$ cat src/rtl/dmem_responder.sv
// Word-addressed data-memory responder: one load/store at a time, fixed LATENCY wait, one-cycle response pulse.
// Latency: rvalid LATENCY+1 cycles after acceptance. Backpressure: ready low from acceptance until the response retires; there is no queueing.
// Optional DMEM_ADDR_CHECK_EN adds err_o and suppresses misaligned or out-of-range accesses.
`timescale 1ns/1ps
module dmem_responder #(
    parameter int DEPTH   = 64,
    parameter int LATENCY = 2
) (
    input  logic        clk_i,
    input  logic        rst_i,
    input  logic        req_i,
    input  logic        we_i,
    input  logic [31:0] addr_i,
    input  logic [31:0] wdata_i,
    output logic        ready_o,
    output logic        rvalid_o,
    output logic [31:0] rdata_o
`ifdef DMEM_ADDR_CHECK_EN
    ,
    output logic        err_o
`endif
);

    localparam int AW = $clog2(DEPTH);
    localparam logic [3:0] CNT_LOAD = (LATENCY > 0) ? 4'(LATENCY - 1) : 4'd0;

    typedef enum logic [1:0] {
        IDLE,
        WAIT,
        RESP
    } state_t;

    typedef struct packed {
        logic          we;
        logic [AW-1:0] idx;
        logic [31:0]   wdata;
        logic          bad;
    } hdr_t;

    state_t      state_q, state_d;
    logic [3:0]  cnt_q, cnt_d;
    hdr_t        hold_q, hold_d;
    logic [31:0] rdata_q, rdata_d;
    logic [31:0] mem [DEPTH];

    hdr_t        in_hdr;
    hdr_t        acc_hdr;
    logic        commit;
    logic        unused_addr_bits;

    assign unused_addr_bits = ^{addr_i[31:AW+2], addr_i[1:0]};

    always_comb begin
        in_hdr       = '0;
        in_hdr.we    = we_i;
        in_hdr.idx   = addr_i[AW+1:2];
        in_hdr.wdata = wdata_i;
`ifdef DMEM_ADDR_CHECK_EN
        in_hdr.bad   = (addr_i[1:0] != 2'b00) || ((addr_i >> (AW + 2)) != 32'd0);
`else
        in_hdr.bad   = 1'b0;
`endif
    end

    always_comb begin
        state_d = state_q;
        cnt_d   = cnt_q;
        hold_d  = hold_q;
        case (state_q)
            IDLE: begin
                if (req_i && !rst_i) begin
                    hold_d = in_hdr;
                    if (LATENCY == 0) begin
                        state_d = RESP;
                    end else begin
                        state_d = WAIT;
                        cnt_d   = CNT_LOAD;
                    end
                end
            end
            WAIT: begin
                if (cnt_q == 4'd0) begin
                    state_d = RESP;
                end else begin
                    cnt_d = cnt_q - 4'd1;
                end
            end
            RESP:    state_d = IDLE;
            default: state_d = IDLE;
        endcase
    end

    // With LATENCY=0 the array is accessed on the acceptance edge itself, before hold_q is loaded.
    assign acc_hdr = (state_q == IDLE) ? in_hdr : hold_q;
    assign commit  = !rst_i && (state_q != RESP) && (state_d == RESP);

    always_comb begin
        rdata_d = rdata_q;
        if (commit && !acc_hdr.we) begin
            rdata_d = acc_hdr.bad ? 32'd0 : mem[acc_hdr.idx];
        end
    end

    always_ff @(posedge clk_i or posedge rst_i) begin
        if (rst_i) begin
            state_q <= IDLE;
            cnt_q   <= 4'd0;
            hold_q  <= '0;
            rdata_q <= 32'd0;
        end else begin
            state_q <= state_d;
            cnt_q   <= cnt_d;
            hold_q  <= hold_d;
            rdata_q <= rdata_d;
        end
    end

    always_ff @(posedge clk_i) begin
        if (commit && acc_hdr.we && !acc_hdr.bad) begin
            mem[acc_hdr.idx] <= acc_hdr.wdata;
        end
    end

    assign ready_o  = (state_q == IDLE) && !rst_i;
    assign rvalid_o = (state_q == RESP);
    assign rdata_o  = rdata_q;
`ifdef DMEM_ADDR_CHECK_EN
    assign err_o    = (state_q == RESP) && hold_q.bad;
`endif

endmodule

$ cat config.mk
export PLATFORM = sky130hd
export DESIGN_NAME = dmem_responder
export DESIGN_NICKNAME = d
export VERILOG_FILES = /design/src/rtl/dmem_responder.sv
export SDC_FILE = /design/constraint.sdc
export NUM_CORES = 2
export LEC_CHECK = 0
export ABC_CLOCK_PERIOD_IN_PS = 6100
export CORE_ASPECT_RATIO = 2
export CORE_MARGIN = 1
export CORE_UTILIZATION = 40
export DETAILED_ROUTE_END_ITERATION = 7
export PLACE_DENSITY = 0.6
export SYNTH_ARGS = -nofsm -noshare
export SYNTH_HDL_FRONTEND = slang
export SYNTH_SLANG_ARGS = --single-unit
$ cat constraint.sdc
create_clock -name clk_i -period 6.1 [get_ports clk_i]
set_clock_uncertainty 0.1 [all_clocks]
set_input_delay 1.22 -clock clk_i [delete_from_list [all_inputs] [get_ports clk_i]]
set_output_delay 1.22 -clock clk_i [all_outputs]
set_load 0.01 [all_outputs]
==> results by group <==
Outcome
  – Outcome: complete, but fails checks
  – Failing checks: max-capacitance violations, max-slew violations

Timing
  – Fmax: 208 MHz
  – Final hold vios: 0
  – Worst-Margin Slew: around 1.5 ns
  – Crit path time final: about 4.8 ns
  – Setup TNS: 0 ns
  – Setup violators final: 0
  – Final Max Tran Viols: 22
  – Slew margin rel.: -3.23%
  – Period utilisation layout: about four fifths
  – RSZ-0062 raised after global routing: no

Logic synthesis
  – Primary FF master, synth: edfxtp_1
  – Sequential area share after synthesis: just under 80%
  – Syn Std Cell Area: 81900 um^2
  – Largest area contributor in the netlist: edfxtp_1
  – Number of flops mapped to enable cells by yosys: about 2.0k
  – Area contributors post-synth: edfxtp_1, a22oi_1, nand2_1, o21ai_0, dfrtp_1
  – Yosys top cell area share: 75.1%
  – Synth unique cells: 77
  – FFs w/ async S/R, synth: under 10%
  – Synth warn: 0
  – Cells after Synth: ~5k
  – Syn avg cell area: between 15 and 20 um^2
  – Synth Register Bits: between 2k and 2.5k
  – Net Count, Synth: 5206

Worst hold path
  – Min-Delay Path Class: reg2reg
  – Worst hold endpoint: hold_q[12]
  – Hold Path Stages: 2
  – Startpoint of the lowest-slack hold path: hold_q[12]

Clocking
  – Clock-pin slew on the worst setup and hold paths: roughly 0.070 ns
  – # H-tree levels: 4
  – CTS Root Cell: clkbuf_16
  – Total CTS buffers: between 150 and 200
  – Hold_buf cts: 0
  – CTS tree: done
  – Longest Clk Path Bufs: 4
  – Post-CTS sizing: 0
  – Number of setup buffers added after CTS: 0
  – Clock sink total: 2125
  – Clock Latency Late Sink: 0.88 ns

Pwr
  – Power density cells: 465 nW/um^2
  – Peak VDD IR: ~0.00033 V
  – Leakage: between 20 and 30 nW

Setup path
  – Crit start category: register
  – Crit path max fanout: 23
  – Endpoint class of the critical path: register
  – Reg2Reg Depth: 8
  – Worst Path Arrival: between 5 and 6 ns
  – WP data required: 6.68 ns
  – Worst reg2reg startpoint: state_q[0]
  – Worst r2r dst: rdata_o[30]
  – R2R setup slack: about 1.3 ns
  – CP Class: reg2reg

Global routing
  – Vias in the first global route: ~53k
  – Gr usage total: 31.3%
  – Largest net degree at the start of global routing: 75
  – Total gr overflow: 0
  – Initial antenna violation count: 9
  – First-pass GRT wire length: approximately 440 mm

Route
  – Pre-antenna DRT Iters: 8
  – Via Count: about 55k
  – Drt via density: around 6.7
  – Initial DRC count: roughly 8.6k
  – Total wire length: around 330 mm
  – Routed wire length per instance: just under 40 um
  – DRT antenna net count: 0
  – DRC Markers: 0

Floorplanning
  – Chip height: 642 um
  – Core area: approximately 200000 um^2
  – Initial Util: slightly above 40%
  – Top Ports: 102
  – Die area: a little over 200000 um^2
  – Die width: 322 um
  – Row cnt: about 230

Placed design
  – Placed Area: about 90000 um^2
  – GP Congestion: 0.935
  – IO buf count: between 70 and 80
  – DP HPWL: just under 200 mm

Cells and area
  – Filler cell count: about 17k
  – Area delta synth->final: 15.4%
  – Post-layout instance area: around 94000 um^2
  – Register area: between 60000 and 70000 um^2
  – Multi-input gate area: between 15000 and 20000 um^2
  – Fin util: ~46%
  – Layout net count: 5495
  – Layout cells sized above 1: between 10% and 20%

Flow run
  – Max-Cap Viols: 1
==> synthesized netlist by cell type, drive strengths merged, types with 9 or more instances <==
cell / number
edfxtp: 2048
nor2: 130
o22ai: 20
nand3: 78
nand2: 575
nor3: 12
a2111oi: 32
a221oi: 43
nor4: 15
a22oi: 473
a222oi: 68
and2: 9
a22o: 84
o211ai: 14
mux2: 37
clkbuf: 122
a31oi: 144
and4: 37
o2111a: 10
nand4: 107
o21a: 32
and3: 52
a32o: 9
dfrtp: 77
mux2i: 88
a21oi: 48
o21ai: 407
o31a: 12
o22a: 18
buf: 232
nand2b: 11
==> layer usage <==
metal / vias to the layer above / track usage (%) / routed length (um)
li1: 21250 / - / -
met1: 27937 / 35.2 / 103000
met2: 4546 / 50.6 / 154000
met3: 1334 / 6.09 / 36200
met4: 10 / 27.6 / 34700
met5: - / 0 / 73
==> logic make-up (layout without fill, tap and decap cells) <==
kind of cell	after synthesis	in the layout	share of synthesized area (%)
multiplexers	125	125	1.60
flip-flops	2125	2125	77.5
XOR/XNOR	1	1	0.0107
AO/OA/AOI/OAI	1459	1459	12.5
buffers and inverters	361	781	2.32
AND/OR/NAND/NOR	1065	1065	6.08
other	0	11	0
adder cells (fa/ha/maj)	1	1	0.0153
==> worst max path at each step <==
stage	depth (start not counted)	to	slack (ns)	startpoint
5_1_grt	8	rdata_o[30]	1.29	state_q[1]
3_5_place_dp	6	mem[52][16]	0.48	addr_i[4]
3_3_place_gp	6	mem[52][16]	0.59	addr_i[4]
6_report	8	rdata_o[30]	1.29	state_q[0]
4_1_cts	5	mem[52][2]	1.40	state_q[1]
2_1_floorplan	5	mem[0][0]	0.59	rst_i
==> cell usage in the layout (no fill, tap or decap), types with 52 or more instances in the layout <==
cell type	count
and3_1	52
dfrtp_1	77
clkdlybuf4s50_1	75
o21ai_0	393
nand3_1	78
nor2_4	79
a22o_1	84
nand2_1	535
a31oi_1	144
nand4_1	107
a222oi_1	68
buf_4	303
buf_12	88
edfxtp_1	2048
mux2i_1	86
a22oi_1	473
clkbuf_16	176
==> critical path, stage by stage (launching register included) <==
cell and delay (ns):
dfrtp_1 0.71, o21ai_4 0.86, o22ai_4 0.52, buf_12 0.36
a222oi_1 0.38, a31oi_1 0.49, a2111oi_0 0.86, buf_4 0.23
a31oi_1 0.07
==> area by class of cell <==
class / instances / share of cell area (%)
antenna: 11 / 0.0291
tap: 2714 / 3.59
clock buffer: 212 / 4.85
multi-input combinational: 2651 / 18.4
timing repair buffer: 466 / 5.07
sequential: 2125 / 67.1
clock inverter: 96 / 0.899
inverter: 7 / 0.0305
==> flip-flops by register name, summed over array words and instances (netlist names) <==
register  flops
hold_q       39
rdata_o      32
mem        2048
cnt_q         4
state_q       2
==> report_power, final <==
group / internal (mW) / switching [mW]
combinational: 3.41 / 10.1
sequential: 18.8 / 0.334
clock: 5.95 / 5.28
total: 28.2 / 15.7
==> stage by stage <==
step	hold slack (ns)	setup slack, ns	power [mW]	std cells
after floorplan	0.346	0.586	25.5	5137
after global placement	0.361	0.590	32.3	7963
after detailed placement	0.362	0.480	32.5	7963
after CTS	0.379	1.40	43.4	8271
after global routing	0.405	1.29	44.5	8273
final	0.378	1.29	43.9	8282
(Power assumes the default switching activity.)
